--- config.mk ---
export PLATFORM = sky130hd
export DESIGN_NAME = switch_arbiter_flat
export DESIGN_NICKNAME = d
export VERILOG_FILES = /design/src/rtl/switch_arbiter_if.sv /design/src/rtl/switch_arbiter.sv /design/src/flat_wrapper.sv
export SDC_FILE = /design/constraint.sdc
export NUM_CORES = 1
export LEC_CHECK = 0
export CORE_UTILIZATION = 51
export DETAILED_ROUTE_END_ITERATION = 16
export GPL_TIMING_DRIVEN = 0
export HOLD_SLACK_MARGIN = 0.05
export PLACE_DENSITY = 0.78
export SYNTH_ARGS = -nofsm -noshare
export SYNTH_HDL_FRONTEND = slang
export SYNTH_SLANG_ARGS = --single-unit
--- constraint.sdc ---
create_clock -name clk -period 2.9 [get_ports clk]
set_clock_uncertainty 0.15 [all_clocks]
set_input_delay 0.58 -clock clk [delete_from_list [all_inputs] [get_ports clk]]
set_output_delay 0.58 -clock clk [all_outputs]
set_load 0.005 [all_outputs]
--- src/rtl/switch_arbiter_if.sv ---
// ---------------------------------------------------------------------------
// switch_arbiter_if
// Purpose : bundles the two requester ports, the arbitration enable and the
//           registered beat toward the switch datapath into one interface.
// Signals : enable                                  arbitration allowed
//           req0_valid/ready/addr/data              requester port 0
//           req1_valid/ready/addr/data              requester port 1
//           out_valid/out_addr/out_data/out_src     granted beat
//           fifo0_level/fifo1_level                 per-port FIFO occupancy
// Modports: master = requester/datapath side, slave = the arbiter itself.
// ---------------------------------------------------------------------------
interface switch_arbiter_if #(
   parameter int ADDR_WIDTH = 8,
   parameter int DATA_WIDTH = 16,
   parameter int FIFO_DEPTH = 4
);
   localparam int LW = $clog2(FIFO_DEPTH) + 1;

   logic                  enable;
   logic                  req0_valid;
   logic                  req0_ready;
   logic [ADDR_WIDTH-1:0] req0_addr;
   logic [DATA_WIDTH-1:0] req0_data;
   logic                  req1_valid;
   logic                  req1_ready;
   logic [ADDR_WIDTH-1:0] req1_addr;
   logic [DATA_WIDTH-1:0] req1_data;
   logic                  out_valid;
   logic [ADDR_WIDTH-1:0] out_addr;
   logic [DATA_WIDTH-1:0] out_data;
   logic                  out_src;
   logic [LW-1:0]         fifo0_level;
   logic [LW-1:0]         fifo1_level;

   modport master (
      output enable,
      output req0_valid, req0_addr, req0_data,
      output req1_valid, req1_addr, req1_data,
      input  req0_ready, req1_ready,
      input  out_valid, out_addr, out_data, out_src,
      input  fifo0_level, fifo1_level
   );

   modport slave (
      input  enable,
      input  req0_valid, req0_addr, req0_data,
      input  req1_valid, req1_addr, req1_data,
      output req0_ready, req1_ready,
      output out_valid, out_addr, out_data, out_src,
      output fifo0_level, fifo1_level
   );
endinterface

--- src/rtl/switch_arbiter.sv ---
// ---------------------------------------------------------------------------
// switch_arbiter
// Purpose : two requester FIFOs feeding a single registered output beat,
//           arbitrated round-robin when both FIFOs hold data.
// Ports   : clk    sole clock, rising edge
//           rst_n  asynchronous active-low reset
//           bus    switch_arbiter_if.slave (requester ports, enable,
//                  output beat, FIFO levels)
// ---------------------------------------------------------------------------
module switch_arbiter #(
   parameter int ADDR_WIDTH = 8,
   parameter int DATA_WIDTH = 16,
   parameter int FIFO_DEPTH = 4
) (
   input  logic                  clk,
   input  logic                  rst_n,
   switch_arbiter_if.slave       bus
);
   localparam int PW = $clog2(FIFO_DEPTH);
   localparam int LW = PW + 1;
   localparam int EW = ADDR_WIDTH + DATA_WIDTH;

   typedef logic [EW-1:0] entry_t;

   entry_t                mem [2][FIFO_DEPTH];
   logic [PW-1:0]         wrPtr_q [2];
   logic [PW-1:0]         wrPtr_d [2];
   logic [PW-1:0]         rdPtr_q [2];
   logic [PW-1:0]         rdPtr_d [2];
   logic [LW-1:0]         level_q [2];
   logic [LW-1:0]         level_d [2];
   logic                  readyEn_q;
   logic                  lastGrant_q;
   logic                  lastGrant_d;
   logic                  outValid_q;
   logic                  outValid_d;
   logic [ADDR_WIDTH-1:0] outAddr_q;
   logic [ADDR_WIDTH-1:0] outAddr_d;
   logic [DATA_WIDTH-1:0] outData_q;
   logic [DATA_WIDTH-1:0] outData_d;
   logic                  outSrc_q;
   logic                  outSrc_d;

   logic [1:0]            reqValid;
   entry_t                reqEntry [2];
   logic [1:0]            ready;
   logic [1:0]            push;
   logic [1:0]            pop;
   logic [1:0]            nonEmpty;
   logic                  grant;
   logic                  grantPort;
   entry_t                popEntry;

   // Ready is held low until the first edge after reset release (readyEn_q).
   // A full FIFO refuses a push even when it is being popped the same cycle.
   // With both FIFOs occupied the port that did not win last time is granted;
   // last grant resets to 1 so the first tie goes to port 0.
   always_comb begin
      reqValid    = {bus.req1_valid, bus.req0_valid};
      reqEntry[0] = {bus.req0_addr, bus.req0_data};
      reqEntry[1] = {bus.req1_addr, bus.req1_data};
      for (int i = 0; i < 2; i++) begin
         ready[i]    = readyEn_q && (level_q[i] != LW'(FIFO_DEPTH));
         push[i]     = reqValid[i] && ready[i];
         nonEmpty[i] = (level_q[i] != '0);
      end
      grant = bus.enable && (nonEmpty != 2'b00);
      if (nonEmpty == 2'b11) begin
         grantPort = ~lastGrant_q;
      end else begin
         grantPort = nonEmpty[1];
      end
      pop = 2'b00;
      if (grant) begin
         pop[grantPort] = 1'b1;
      end
      popEntry = mem[grantPort][rdPtr_q[grantPort]];
   end

   // Pointer and level bookkeeping; pointers wrap naturally because the depth
   // is a power of two. A simultaneous push and pop leaves the level as is.
   always_comb begin
      for (int i = 0; i < 2; i++) begin
         wrPtr_d[i] = push[i] ? wrPtr_q[i] + PW'(1) : wrPtr_q[i];
         rdPtr_d[i] = pop[i]  ? rdPtr_q[i] + PW'(1) : rdPtr_q[i];
         level_d[i] = level_q[i];
         if (push[i] && !pop[i]) begin
            level_d[i] = level_q[i] + LW'(1);
         end else if (pop[i] && !push[i]) begin
            level_d[i] = level_q[i] - LW'(1);
         end
      end
      lastGrant_d = grant ? grantPort : lastGrant_q;
      outValid_d  = grant;
      outAddr_d   = grant ? popEntry[EW-1:DATA_WIDTH] : '0;
      outData_d   = grant ? popEntry[DATA_WIDTH-1:0] : '0;
      outSrc_d    = grant ? grantPort : 1'b0;
   end

   // Control state: cleared asynchronously, so queued words are discarded
   // the moment reset asserts.
   always_ff @(posedge clk or negedge rst_n) begin
      if (!rst_n) begin
         for (int i = 0; i < 2; i++) begin
            wrPtr_q[i] <= '0;
            rdPtr_q[i] <= '0;
            level_q[i] <= '0;
         end
         readyEn_q   <= 1'b0;
         lastGrant_q <= 1'b1;
         outValid_q  <= 1'b0;
         outAddr_q   <= '0;
         outData_q   <= '0;
         outSrc_q    <= 1'b0;
      end else begin
         for (int i = 0; i < 2; i++) begin
            wrPtr_q[i] <= wrPtr_d[i];
            rdPtr_q[i] <= rdPtr_d[i];
            level_q[i] <= level_d[i];
         end
         readyEn_q   <= 1'b1;
         lastGrant_q <= lastGrant_d;
         outValid_q  <= outValid_d;
         outAddr_q   <= outAddr_d;
         outData_q   <= outData_d;
         outSrc_q    <= outSrc_d;
      end
   end

   // FIFO storage needs no reset; stale contents are unreachable once the
   // pointers and levels are cleared.
   always_ff @(posedge clk) begin
      for (int i = 0; i < 2; i++) begin
         if (push[i]) begin
            mem[i][wrPtr_q[i]] <= reqEntry[i];
         end
      end
   end

   assign bus.req0_ready  = ready[0];
   assign bus.req1_ready  = ready[1];
   assign bus.fifo0_level = level_q[0];
   assign bus.fifo1_level = level_q[1];
   assign bus.out_valid   = outValid_q;
   assign bus.out_addr    = outAddr_q;
   assign bus.out_data    = outData_q;
   assign bus.out_src     = outSrc_q;
endmodule
--- src/flat_wrapper.sv ---
// flat-port wrapper written by rule: the top's interface ports become plain ports
module switch_arbiter_flat 
#(
   parameter int ADDR_WIDTH = 8,
   parameter int DATA_WIDTH = 16,
   parameter int FIFO_DEPTH = 4
)
  (clk, rst_n, bus_enable, bus_req0_valid, bus_req0_addr, bus_req0_data, bus_req1_valid, bus_req1_addr, bus_req1_data, bus_req0_ready, bus_req1_ready, bus_out_valid, bus_out_addr, bus_out_data, bus_out_src, bus_fifo0_level, bus_fifo1_level);
  switch_arbiter_if #(.ADDR_WIDTH(ADDR_WIDTH), .DATA_WIDTH(DATA_WIDTH), .FIFO_DEPTH(FIFO_DEPTH)) bus_i ();
  input  logic clk;
  input  logic rst_n;
  input wire logic [$bits(bus_i.enable)-1:0] bus_enable;
  input wire logic [$bits(bus_i.req0_valid)-1:0] bus_req0_valid;
  input wire logic [$bits(bus_i.req0_addr)-1:0] bus_req0_addr;
  input wire logic [$bits(bus_i.req0_data)-1:0] bus_req0_data;
  input wire logic [$bits(bus_i.req1_valid)-1:0] bus_req1_valid;
  input wire logic [$bits(bus_i.req1_addr)-1:0] bus_req1_addr;
  input wire logic [$bits(bus_i.req1_data)-1:0] bus_req1_data;
  output wire logic [$bits(bus_i.req0_ready)-1:0] bus_req0_ready;
  output wire logic [$bits(bus_i.req1_ready)-1:0] bus_req1_ready;
  output wire logic [$bits(bus_i.out_valid)-1:0] bus_out_valid;
  output wire logic [$bits(bus_i.out_addr)-1:0] bus_out_addr;
  output wire logic [$bits(bus_i.out_data)-1:0] bus_out_data;
  output wire logic [$bits(bus_i.out_src)-1:0] bus_out_src;
  output wire logic [$bits(bus_i.fifo0_level)-1:0] bus_fifo0_level;
  output wire logic [$bits(bus_i.fifo1_level)-1:0] bus_fifo1_level;
  assign bus_i.enable = bus_enable;
  assign bus_i.req0_valid = bus_req0_valid;
  assign bus_i.req0_addr = bus_req0_addr;
  assign bus_i.req0_data = bus_req0_data;
  assign bus_i.req1_valid = bus_req1_valid;
  assign bus_i.req1_addr = bus_req1_addr;
  assign bus_i.req1_data = bus_req1_data;
  assign bus_req0_ready = bus_i.req0_ready;
  assign bus_req1_ready = bus_i.req1_ready;
  assign bus_out_valid = bus_i.out_valid;
  assign bus_out_addr = bus_i.out_addr;
  assign bus_out_data = bus_i.out_data;
  assign bus_out_src = bus_i.out_src;
  assign bus_fifo0_level = bus_i.fifo0_level;
  assign bus_fifo1_level = bus_i.fifo1_level;
  switch_arbiter #(.ADDR_WIDTH(ADDR_WIDTH), .DATA_WIDTH(DATA_WIDTH), .FIFO_DEPTH(FIFO_DEPTH)) u_core (.clk(clk), .rst_n(rst_n), .bus(bus_i));
endmodule
* Yosys cells after proc, flatten, opt, wreduce, memory -nomap -nowiden *
Memory sizes are Yosys's and may differ from the RTL's.
Cells that the tools add are included.

storage, ports and cells
  register bits after elaboration = 42
  memories = 1
  word-level logic and storage cells = 83
  RAM bits = 192
  bits of input ports = 53

cells by class
  reductions and logical operators = 21
  bitwise logic cells = 5
  order comparisons = 8
  $add $sub $neg = 8
  mux-type cells = 25
  eq/ne operators = 3

memories
  name        words  width  rd ports  clocked after Yosys merged registers in  write ports  RTL line              RTL
  u_core.mem  2      96     1         0                                        2            switch_arbiter.sv:25  entry_t mem [2][FIFO_DEPTH];

operators by type and width
  operator                                                               number
  96-bit 2-to-1 mux                                                      2
  24-bit demux with 2-bit select                                         2
  24-bit 2-to-1 mux                                                      4
  24-bit binary-select mux with 2-bit select                             1
  16-bit 2-to-1 mux                                                      1
  1-bit logical AND                                                      12
  3-bit 2-to-1 mux                                                       4
  3-bit greater-or-equal comparator (second input constant)              3
  2-bit inverter with 3-bit output                                       3
  2-bit by 1-bit adder with 2-bit output (second input constant)         4
  2-bit 2-to-1 mux                                                       4
  8-bit 2-to-1 mux                                                       1
  3-bit by 1-bit adder with 3-bit output (second input constant)         2
  3-bit by 1-bit < comparator with 1-bit output (second input constant)  2
  3-bit inequality test (second input constant)                          2
  2-bit nonzero test                                                     3
  3-bit nonzero test                                                     2
  3-bit by 1-bit subtractor with 3-bit output (second input constant)    2
  1-bit 2-to-1 mux                                                       5
  1-bit logical NOT                                                      4
  2-bit == test (second input constant)                                  1
  2-bit greater-or-equal comparator (second input constant)              1
  1-bit by 2-bit < comparator with 1-bit output (second input constant)  1
  1-bit inverter with 2-bit output                                       1
  3 further kinds                                                        3

* Depth between registers and ports, before layout *
  depth in word-level cells = 12
  mapped depth = 10
  mapped depth without buffers = 9

* Worst setup path before layout *
No wires, ideal clock.

  path type = register to register
  start = reg u_core.level_q (netlist bit u_core.bus.fifo0_level[0])
  end = reg u_core.level_q (netlist bit u_core.bus.fifo1_level[1])
  setup slack = 273 ps
  clock period less this slack = 2627 ps
  stages on the path, launching flop included = 9
  setup time = 125 ps
  arrival time = 2353 ps
  path buffers = 1
  cells stage by stage = dfrtp_1 > or3_4 > a21oi_4 > buf_2 > nand2_1 > ha_1 > inv_1 > fa_1 > mux2_2

RTL lines
  item                             RTL line               RTL
  start, declared                  switch_arbiter.sv:30   logic [LW-1:0] level_q [2];
  start signal, assigned by index  switch_arbiter.sv:119  level_q[i] <= level_d[i];

==> flow_results.org <==
** Outcome
- The run finished with clean final reports.

** Final layout
- The final layout contains about 700 nets.
- Measured on the finished design, the core utilization comes to 64.5%.
- Area growth from synthesis to layout :: 22.1%
- The finished layout holds 882 standard cells, fillers aside.
- Layout cells sized above 1 :: 14.2%

** Floorplan
- Pin placement for this block handled 87 I/O pins.
- For this configuration, the core starts out at a cell density of ~53%.
- The total area inside the core boundary comes to 0.0175 mm2.
- Die Span X :: 137 um
- Die span in y :: 137 um
- The floorplan step defined a die boundary enclosing 0.0186 mm2.
- Std-Cell Rows :: 48

** Synth
- Counting flops with a built-in enable in the synthesized netlist gives 192.
- Summing the areas of all xor and xnor instances in the mapped netlist gives 1.14% of the synthesized area.
- Summing the areas of all and, or, nand and nor instances in the mapped netlist gives 3.48% of the synthesized area.
- Of all flip-flops after synthesis, the portion carrying an async set or reset was roughly 18%.
- The top cell type by area accounts for 62.5% of the synthesized area.
- Summed instance area of the synthesized netlist :: roughly 0.009 mm2
- Counting every net in the synthesized netlist gives 588.
- Cells after Synth :: 523
- Cell with the most instances after synthesis :: edfxtp_1
- By area, the combinational part of the netlist is dominated by multiplexers.
- The commonest cells after synthesis are 192 x edfxtp_1, 120 x mux2i_1, 52 x nand2_1.
- Ranked by total cell area, the synthesized netlist is headed by edfxtp_1 62%, mux2i_1 13%, dfrtp_1 11%.
- Multiplexer cells account for 13.5% of the synthesized area.
- Area fraction in compound gates after synthesis :: 4.18%
- Summing the sequential cell areas from Yosys gives 73.9% of the chip area.
- The synthesized netlist devotes 1.79% of its cell area to adder and majority cells.
- In the synthesized netlist the dominant register cell turns out to be edfxtp_1.
- Synth Warn # :: 0
- edfxtp_1 takes more of the synthesized area than any other cell.
- A synthesized cell averages 17.6 um2.
- Counting flops and latches in the post-synthesis netlist gives 234.
- Unique cell type count in the Yosys netlist :: 39

** Routing
- WL final :: 19.2 mm
- Post-route DRC violation count :: 0
- The detailed router finished its first iteration with 293 violations.
- The pre-antenna-repair detailed-routing pass consisted of 4 iterations.
- Once detail routing completed, the nets flagged for antenna violations numbered 0.
- Dividing the detail-routed wire length by the instance count gives roughly 22 um.
- Detailed-route vias per instance :: 5.48
- Via count :: about 4.8k

** Setup path
- Maximum single-stage delay on the critical path :: 470 ps
- Counting buffers and inverters, the worst setup path is 8 cells deep.
- Of all nets on the critical path, the largest fanout is 10.
- For flop-to-flop paths, the worst setup slack is between 100 and 150 ps.
- Data arrives at the worst endpoint at 3030 ps.
- The number of cells on the worst reg-to-reg path is 8.
- Cell type of the slowest stage on the worst timing path :: dfrtp_1
- CP delay by family, top :: adder cells
- Buffers and inverters on the worst path :: 2
- CP Data Required Time :: around 3200 ps
- Startpoint kind of the worst setup timing path :: register
- The worst register-to-register path ends at u_core.bus.fifo1_level[1]$_DFFE_PN0P_.
- Reg2reg start :: u_core.bus.fifo0_level[0]$_DFFE_PN0P_
- The setup path with the least slack is of type reg2reg.
- Traced cell by cell, the critical path runs through or3_4, a21oi_4, buf_4, nand2_1, ha_1, inv_1, fa_1, mux2_2.
- STA classifies the critical path endpoint as a register.
- In this run the worst setup path terminates at u_core.bus.fifo1_level[1]$_DFFE_PN0P_.
- In this run the worst setup path begins at u_core.bus.fifo0_level[0]$_DFFE_PN0P_.

** STA
- Count of final hold-check violations :: 0
- For the pin with the worst max-slew slack, the measured transition is 1410 ps.
- Relative max-transition margin :: slightly below 6%
- Final setup vio count :: 0
- In the finished design, the share of the clock period the worst path needs comes to just under 100%.
- Crit path time final :: 2790 ps
- RSZ-0062 raised after global routing :: false
- Maximum frequency from static timing analysis :: 359 MHz
- The final max-slew violation count is 0.
- For the final routed database, the setup TNS stands at 0 ps.

** Power
- IR analysis of the VDD net gives a maximum drop of just over 0.5 mV.
- For this design the ratio of total power to cell area is 1030 mW/mm2.
- Lkg Pwr :: between 4 and 5 nW

** Clocking
- Clk pin slew, worst setup/hold paths :: 60 ps
- Clock tree from TritonCTS :: built
- CTS built an H-tree with a depth of 1.
- For this design, the sink count on the clock tree is about 230.
- The clock reaches the later pin of the worst-skew pair after 510 ps.
- Max Root-Sink Buffers :: 3
- TritonCTS created 24 clock buffers.
- Clock root buffer master :: clkbuf_16

** Global route
- Pin count of the biggest net entering global routing :: 36
- Global routing consumed, over all layers together, 21.4% of the routing resources.
- Antenna violations before repair :: 0
- Vias in the first global route :: about 5.3k
- Grt total ovfl :: 0
- Global-route wire length before repair :: between 20 and 30 mm

** Place
- Including well taps, the total number of placed cells is 834.
- Port-buffer cells :: 85
- The congestion estimate from routability-driven global placement came to approximately 0.75.
- Detailed placement ended at an HPWL of around 12 mm.

** Min path
- Min-Delay Path Class :: in2async

** Flow run
- Count of maximum capacitance violations :: 0
==> layout by cell type, fill, tap and decap left out, types with 2 or more instances in the layout <==
cell             count
nand3_1              2
inv_1                6
edfxtp_1           192
buf_4                6
clkbuf_8             4
buf_6                6
a32o_1               4
and3_2               7
clkbuf_1            13
nand2_1             52
a32o_2              20
mux2i_1            120
bufinv_16            4
clkinv_1             3
xnor2_1              8
inv_2                2
mux2_2               2
and2_1               2
fa_1                 2
nor2_1               4
ha_1                10
mux2_1               2
clkbuf_16           25
a21boi_1             2
xor2_1               4
clkdlybuf4s50_1     84
buf_2                4
clkinv_2             4
buf_1                2
dfrtp_1             41
==> worst reg2reg max path: cells and delay by family (launching register included) <==
family / cells / cell delay, ps
DFF: 1 / 470
AOI/OAI and AO/OA: 1 / 210
buffers and inverters: 2 / 290
adders and majority gates: 2 / 660
muxes: 1 / 260
and+or+nand+nor: 2 / 630
==> registers in the layout (all words and copies together), names as in the netlist <==
name / count
u_core.readyEn_q: 1
u_core.wrPtr_q: 4
u_core.bus.fifo1_level: 3
u_core.bus.out_data: 16
u_core.bus.out_addr: 8
u_core.bus.fifo0_level: 3
u_core.bus.out_src: 1
u_core.lastGrant_q: 1
u_core.bus.out_valid: 1
u_core.mem: 192
u_core.rdPtr_q: 4
==> routing by layer <==
layer | wire length (um) | vias to the layer above | track usage (%)
met5 | 0 | - | 0
met4 | 393 | 0 | 7.65
met3 | 1160 | 32 | 3.15
met2 | 10000 | 148 | 37.5
met1 | 7610 | 2424 | 27.0
li1 | - | 2228 | -
==> cell families after synthesis <==
logic type,count (synthesis)
adders and majority gates,12
DFF,234
xor gates and xnor gates,12
buffers and inverters,33
AOI/OAI and AO/OA,35
other,1
muxes,124
and+or+nand+nor,72
==> timing repair <==
action                                  CTS  global route
setup buffers                             0             2
endpoints found under the setup margin    1             1
gates resized for setup                   1             0
endpoints found under the hold margin     7             0
hold buffers                              1             0
pin swaps                                 1             1
==> stage by stage <==
step                power, W  area [um2]  setup slack [ps]  hold slack [ps]
floorplan            0.00703        9230               273              134
global placement     0.00826       10400              -196              332
detailed placement   0.00841       10400             -83.8              313
CTS                   0.0117       11200              5.42              299
global route          0.0121       11300              10.7              343
finish                0.0116       11300               114              310
==> area by class of cell <==
class | instances | area (um2)
plain buffers | 25 | 158
diodes | 1 | 2.50
fillers | 1174 | 6210
repair buffers | 89 | 891
well taps | 225 | 282
clock inverters | 12 | 159
clock buffers | 32 | 692
multi-input cells | 256 | 2240
inverters | 8 | 30.0
flip-flops and latches | 234 | 6820
==> worst min path at each step <==
stage,startpoint,end,slack (ps)
2_1_floorplan,rst_n,u_core.bus.fifo0_level[0]$_DFFE_PN0P_,130
3_3_place_gp,u_core.rdPtr_q[1]$_DFFE_PN0P_,u_core.rdPtr_q[1]$_DFFE_PN0P_,330
3_5_place_dp,rst_n,u_core.bus.out_data[3]$_DFF_PN0_,310
4_1_cts,bus_enable,u_core.bus.out_valid$_DFF_PN0_,300
5_1_grt,rst_n,u_core.bus.out_data[11]$_DFF_PN0_,340
6_report,rst_n,u_core.bus.out_data[4]$_DFF_PN0_,310
==> power by group <==
part | switching, W | total, W | internal [W]
Combinational | 0.00207 | 0.00389 | 0.00182
Sequential | 0.000253 | 0.00448 | 0.00423
Clock | 0.00123 | 0.00325 | 0.00203
Power figures use the tool's default switching activity.
